<file path="config.mk">
export PLATFORM = sky130hd
export DESIGN_NAME = sseg_bcd_counter
export DESIGN_NICKNAME = d
export VERILOG_FILES = /design/src/rtl/sseg_bcd_counter.sv
export SDC_FILE = /design/constraint.sdc
export NUM_CORES = 1
export LEC_CHECK = 0
export BUFFER_PORTS_ARGS = -buffer_cell sky130_fd_sc_hd__buf_4
export CAP_MARGIN = 20
export CORE_ASPECT_RATIO = 1.5
export CORE_MARGIN = 1.5
export CORE_UTILIZATION = 50
export CTS_BUF_LIST = sky130_fd_sc_hd__clkbuf_16
export CTS_CLUSTER_SIZE = 14
export DETAILED_ROUTE_END_ITERATION = 6
export PLACE_DENSITY = 0.8
export SYNTH_ARGS = -nofsm -noshare
export SYNTH_HDL_FRONTEND = slang
export SYNTH_SLANG_ARGS = --single-unit
</file>
<file path="constraint.sdc">
create_clock -name i_Clk -period 2.4 [get_ports i_Clk]
set_input_delay 0.12 -clock i_Clk [delete_from_list [all_inputs] [get_ports i_Clk]]
set_output_delay 0.12 -clock i_Clk [all_outputs]
set_load 0.05 [all_outputs]
</file>
<file path="src/rtl/sseg_bcd_counter.sv">
// Multi-digit BCD up/down counter with a tick prescaler and registered
// seven-segment outputs. Digit 0 is least significant; o_Seg tracks o_Bcd on the same edge.
module sseg_bcd_counter #(
    parameter int NUM_DIGITS     = 2,
    parameter int CLKS_PER_TICK  = 25_000_000,
    parameter bit SATURATE       = 1'b0,
    parameter bit SEG_ACTIVE_LOW = 1'b1
) (
    input  logic                      i_Clk,
    input  logic                      i_Rst_n,
    input  logic                      i_En,
    input  logic                      i_Up,
    input  logic                      i_Step,
    input  logic                      i_Clear,
    output logic [4*NUM_DIGITS-1:0]   o_Bcd,
    output logic [7*NUM_DIGITS-1:0]   o_Seg,
    output logic                      o_Tick,
    output logic                      o_Wrap
);

    localparam int PW = (CLKS_PER_TICK > 2) ? $clog2(CLKS_PER_TICK) : 1;
    localparam logic [PW-1:0] PRESC_MAX = PW'(CLKS_PER_TICK - 1);

    logic [PW-1:0]                  presc, presc_nxt;
    logic                           tick_int, adv;
    logic [NUM_DIGITS-1:0][3:0]     digits, digits_nxt;
    logic [NUM_DIGITS-1:0][6:0]     seg_q, seg_nxt;
    logic                           wrap_nxt;
    logic                           all_nine, all_zero;

    // Active-high ABCDEFG pattern, inverted for common-anode boards.
    function automatic logic [6:0] enc(input logic [3:0] d);
        logic [6:0] s;
        case (d)
            4'd0:    s = 7'h7E;
            4'd1:    s = 7'h30;
            4'd2:    s = 7'h6D;
            4'd3:    s = 7'h79;
            4'd4:    s = 7'h33;
            4'd5:    s = 7'h5B;
            4'd6:    s = 7'h5F;
            4'd7:    s = 7'h70;
            4'd8:    s = 7'h7F;
            4'd9:    s = 7'h7B;
            default: s = 7'h00;
        endcase
        return SEG_ACTIVE_LOW ? ~s : s;
    endfunction

    assign tick_int = i_En && (presc == PRESC_MAX);
    assign adv      = tick_int || i_Step;

    always_comb begin
        presc_nxt = presc;
        if (i_Clear)
            presc_nxt = '0;
        else if (i_En)
            presc_nxt = tick_int ? '0 : presc + 1'b1;
    end

    always_comb begin
        all_nine = 1'b1;
        all_zero = 1'b1;
        for (int k = 0; k < NUM_DIGITS; k++) begin
            if (digits[k] != 4'd9) all_nine = 1'b0;
            if (digits[k] != 4'd0) all_zero = 1'b0;
        end
    end

    // Ripple carry/borrow through all digits in one cycle; a full-range
    // ripple naturally produces the wrapped value, saturation just holds.
    always_comb begin
        logic carry;
        logic at_limit;
        digits_nxt = digits;
        wrap_nxt   = 1'b0;
        carry      = 1'b1;
        at_limit   = i_Up ? all_nine : all_zero;
        if (i_Clear) begin
            digits_nxt = '0;
        end else if (adv && !(SATURATE && at_limit)) begin
            wrap_nxt = at_limit;
            for (int k = 0; k < NUM_DIGITS; k++) begin
                if (carry) begin
                    if (i_Up) begin
                        carry         = (digits[k] == 4'd9);
                        digits_nxt[k] = carry ? 4'd0 : 4'(digits[k] + 4'd1);
                    end else begin
                        carry         = (digits[k] == 4'd0);
                        digits_nxt[k] = carry ? 4'd9 : 4'(digits[k] - 4'd1);
                    end
                end
            end
        end
    end

    always_comb begin
        seg_nxt = '0;
        for (int k = 0; k < NUM_DIGITS; k++)
            seg_nxt[k] = enc(digits_nxt[k]);
    end

    always_ff @(posedge i_Clk) begin
        if (!i_Rst_n) begin
            presc  <= '0;
            digits <= '0;
            o_Tick <= 1'b0;
            o_Wrap <= 1'b0;
            for (int k = 0; k < NUM_DIGITS; k++)
                seg_q[k] <= enc(4'd0);
        end else begin
            presc  <= presc_nxt;
            digits <= digits_nxt;
            seg_q  <= seg_nxt;
            o_Tick <= tick_int && !i_Clear;
            o_Wrap <= wrap_nxt;
        end
    end

    assign o_Bcd = digits;
    assign o_Seg = seg_q;

endmodule

</file>
Word-level counts from Yosys, hierarchy flattened
Memory sizes are Yosys's and may differ from the RTL's. Index checks and enable logic that the tools add are counted.

Flip-flop bits (word level): 49. Latch bits: 0. Bits in writable memories: 0. ROM bits: 224. Output and inout bits: 24. Memories: 2.

Add/sub/neg operators: 5. $mul: 0. Div/mod/pow operators: 0. $lt $le $gt $ge: 0. Equal/unequal tests: 5. Shifts and indexed selects: 0. Multiplexer cells: 18. Bitwise logic cells: 4. Reduce and logical (&&, ||, !) cells: 10.

Memories: (no name shown) (depth 16, width 7, rd ports 1, clocked after memory_dff 0, write ports 0, line 34) `case (d)`; (no name shown) (depth 16, width 7, rd ports 1, clocked after memory_dff 0, write ports 0, line 34).

Operators by type and width (number): 2-to-1 mux 4 bit (7); adder 25 x 1 -> 25 bit, second input constant (1); equality test 25 bit, second input constant (1); 2-to-1 mux 25 bit (1); 2-to-1 mux 8 bit (2); inverter 7 bit (2); adder 4 x 1 -> 4 bit, second input constant (2); equality test 4 bit, second input constant (2); zero test 4 bit (2); 2-to-1 mux 1 bit (8); inequality test 4 bit, second input constant (2); nonzero test 4 bit (2); subtractor 4 x 1 -> 4 bit, second input constant (2); OR reduction 3 bit (1); logical AND 1 bit (2); inverter 1 bit (2); OR reduction 2 bit (1); zero test 1 bit (1); logical OR 1 bit (1).

Longest topological paths before layout
An unclocked memory read counts as a cell.

Word-level depth: 10. Gate-level depth with buffers: 11. Mapped depth without buffers: 11.

Least setup slack after synthesis
No wires, ideal clock.

Path type: reg-to-reg. From: register digits, in the netlist o_Bcd[1]. To: register seg_q, in the netlist o_Seg[9]. Setup time: 0.087 ns. Data arrival time: 2.735 ns. Slack: -0.421 ns. Cell stages (with the launch flop): 11. Buffers on the path: 1. Clock period less this slack: 2.821 ns. Cells stage by stage: dfxtp_1 -> inv_1 -> ha_1 -> and4b_1 -> a21oi_1 -> a32oi_1 -> and3_1 -> clkbuf_1 -> ha_1 -> mux2_4 -> a221oi_2.

Longest elaborated chain between the ends: 9. Elaborated cells on any way between the ends: 10.

Ends and longest elaborated chain: start: declaration (line 26) `logic [NUM_DIGITS-1:0][3:0] digits, digits_nxt;`; start signal: assignment (line 113) `digits <= digits_nxt;`; equality test 4 bit or zero test 4 bit (tied branches) (line 86, 89); 2-to-1 mux 1 bit * (line 85) `if (i_Up) begin`; 2-to-1 mux 1 bit * (line 81) `end else if (adv && !(SATURATE && at_limit)) begin`; 2-to-1 mux 1 bit * (line 79) `if (i_Clear) begin`; 2-to-1 mux 4 bit * (line 84) `if (carry) begin`; 2-to-1 mux 8 bit * (line 81); 2-to-1 mux 8 bit * (line 79); memory (16 x 7 bit) *; inverter 7 bit * (line 47) `return SEG_ACTIVE_LOW ? ~s : s;`; end signal: indexed assignment (line 110) `seg_q[k] <= enc(4'd0);`; end signal: assignment (line 114) `seg_q <= seg_nxt;`; end: declaration (line 27) `logic [NUM_DIGITS-1:0][6:0] seg_q, seg_nxt;`.

Mark *: on every way between the ends. The rest lies on a longest branch, timed or not. The select of a mux whose other input is x is not followed. A chain may end at the register's enable or synchronous reset.

Final worst setup path
From: register presc[1]. To: register seg_q, in the netlist o_Seg[9].

Longest elaborated chain between the ends: 7.

Ends and longest elaborated chain: start: declaration (line 24) `logic [PW-1:0] presc, presc_nxt;`; start signal: assignment (line 112) `presc <= presc_nxt;`; equality test 25 bit (line 50) `assign tick_int = i_En && (presc == PRESC_MAX);`; logical AND 1 bit (line 50); logical OR 1 bit (line 51) `assign adv = tick_int || i_Step;`; 2-to-1 mux 8 bit (line 81); 2-to-1 mux 8 bit (line 79); memory (16 x 7 bit); inverter 7 bit (line 47).

Every way passes these cells.

==> run summary <==
clock latency on the worst-skew pair: 0.29 ns
Pleak: 0.00137 uW
final setup violation count: 0
asr flop ratio synth: 0
layout cells sized above 1: 0.270
final period utilization: 0.984
Pins Over Slew Limit: 0
Num CTS Buffers: 5
initial antenna violation count: 0
EDFF count, synth: 0
total congestion overflow: 0
Vias: 2,571
final std cells w/o fill: 442
Die ar.: 0.00595 mm^2
final WL: 6610 um
post-synthesis average cell area: 8.50 um^2
DIE WIDTH: 63.5 um
root buffer cell: clkbuf_16
switching power: 493 uW
crit path max-delay cell type: or4_4
most frequent cells in the layout: 53 x buf_4, 49 x nor2_1, 38 x dfxtp_1
Buf+Inv Stages, Crit Path: 0
final hold viol count: 0
fmax: 424 MHz
Core ar.: 0.00520 mm^2
final core occ: 0.661
GP Congestion: 0.899
max cap viols: 0
Routed Antenna Nets: 0
Worst Setup End Kind: flip-flop
FP Rows: 32
Yosys cell types: 61
CP Launch Type: flip-flop
setup slack after layout: 0.0390 ns
first-pass GRT wire length: 10,700 um
clk buf depth: 2
pwr dens: 556 mW/mm^2
synthesized instance count: 323
outcome: complete, no violations
Cells after DPL: 431
Initial DRT Pass Iterations: 4
fill count: 437
cell family with most CP delay: simple AND/OR/NAND/NOR gates
register bit total from synthesis: 49
Slew HR: 0.676
synthesis-to-finish area growth: 25.3%
Gate power share: 0.136
P_int: 1420 uW
Sequential Power Share: 0.437
Worst-path clk slew: 0.07 ns
commonest non-fill, non-tap cell in the layout: buf_4
Iteration-0 DRC Markers: 148
Hold Crit Class: in -> reg
die span in y: 93.8 um
pre-CTS setup slack: -0.0192 ns
Post-Synthesis Cell Area: 0.00275 mm^2
Cell Chain, Critical Path: ha_1 > and4_4 > and4_4 > a21oi_4 > or4_4 > and2_4 > mux2_4 > a221oi_2
number of global-route vias before repair: 2,561
CP Class: reg -> reg
Avg WL per Cell: 15.0 um
TritonCTS clock tree: built
clock skew: 0.00778 ns
worst slew pin tran: 0.483 ns
Final min period: 2.36 ns
total number of yosys warnings: 0
Sw Share: 0.258
crit path max fanout: 5
CP required: 2.61 ns
remaining routing DRC violations: 0
CTS H-tree lvls: 2
worst path arrival time: 2.57 ns
clock share of power: 0.426
IO Pins: 30
n_diodes: 0
largest net degree at the start of global routing: 24
Port Buffer Count: 29
Main synth FF type: dfxtp_1
peak supply drop: 0.594 mV
CTS sink count: 49
placed cell area: 0.00320 mm^2
hold_buf cts: 0
Layout Nets: 394
Mapped Nets: 344
RSZ-0062 raised after global routing: true
setup TNS: 0 ns
cell mode on critical path: and4_4
Design Area, Final: 0.00344 mm^2
sequential area share after synthesis: 0.357
Initial Util: 0.527
CP max stage delay: 0.49 ns
Total GRT Usage: 0.228
DP HPWL: 4790 um
Vias/cell: 5.82
==> area by class of cell <==
class / count / area, um^2 / share of cell area
clock buffers: 5 / 125 / 0.0364
multi-input cells: 250 / 1730 / 0.502
inverters: 14 / 55.1 / 0.0160
clock inverters: 3 / 43.8 / 0.0127
repair buffers: 53 / 398 / 0.116
well taps: 68 / 85.1 / 0.0247
flip-flops and latches: 49 / 1000 / 0.292
==> synthesized netlist by cell type (5+ instances only) <==
master | count | area share
nand2_1 | 34 | 0.046
ha_1 | 15 | 0.068
xor2_1 | 16 | 0.051
o21ai_0 | 6 | 0.011
inv_1 | 12 | 0.016
nor3_1 | 5 | 0.0091
nand2b_1 | 7 | 0.016
and2_1 | 6 | 0.014
nand4_1 | 7 | 0.016
clkbuf_1 | 9 | 0.012
nor2_1 | 49 | 0.067
xnor2_1 | 7 | 0.022
nand3_1 | 8 | 0.015
dfxtp_1 | 49 | 0.36
a21oi_1 | 15 | 0.027
==> state kept, by name (all words and copies together), names as in the netlist <==
name and count:
o_Tick 1, presc 25, o_Seg 14, o_Bcd 8, o_Wrap 1
==> power groups by stage <==
stage / combinational (uW) / sequential (uW) / clock, uW
4_1_cts: 250 / 836 / 822
3_5_place_dp: 248 / 855 / 0
3_3_place_gp: 244 / 854 / 0
2_1_floorplan: 114 / 905 / 0
6_report: 260 / 836 / 815
5_1_grt: 276 / 837 / 852
==> worst paths after layout <==
path,startpoint,slack [ns],depth (start not counted),end
max,presc[1]$_SDFFE_PP0P_,0.04,8,o_Seg[9]$_SDFF_PN0_
min,i_Rst_n,0.07,2,o_Seg[7]$_SDFF_PN1_
max reg2reg,presc[1]$_SDFFE_PP0P_,0.04,8,o_Seg[9]$_SDFF_PN0_
min reg2reg,presc[1]$_SDFFE_PP0P_,0.49,2,presc[1]$_SDFFE_PP0P_
==> cell families (layout without fill, tap and decap cells) <==
family | after synthesis | count (layout) | share of synthesized area
compound gates | 59 | 60 | 0.155
simple gates | 147 | 147 | 0.287
buf+inv | 25 | 75 | 0.0351
mux | 5 | 5 | 0.0246
xor+xnor | 23 | 23 | 0.0734
flops | 49 | 49 | 0.357
fa+ha+maj | 15 | 15 | 0.0684
==> metrics by stage <==
stage	hold WS [ns]	power, uW
2_1_floorplan	0.272	1020
3_3_place_gp	0.376	1100
3_5_place_dp	0.381	1100
4_1_cts	0.0760	1910
5_1_grt	0.0822	1970
6_report	0.0748	1910
==> layer usage <==
layer  vias up  part of all wire  track usage
li1       1232                 -            -
met1      1214              0.36        0.221
met2        89              0.53        0.414
met3        36             0.045       0.0372
met4         0             0.062        0.190
met5         -                 0            0
==> worst register-to-register path, stage by stage (launching register included) <==
cell      delay, ns
dfxtp_2        0.34
ha_1           0.16
and4_4         0.24
and4_4         0.29
a21oi_4        0.09
or4_4          0.49
and2_4         0.18
mux2_4         0.30
a221oi_2       0.20
==> what timing repair did <==
action | 4_1_cts | 5_1_grt
gates resized for setup | 2 | 13
setup endpoints to repair | 1 | 10
setup buffers | 0 | 2
pin swaps | 0 | 10
cloned | 0 | 1
No activity file was read; power rests on OpenSTA's default activity.
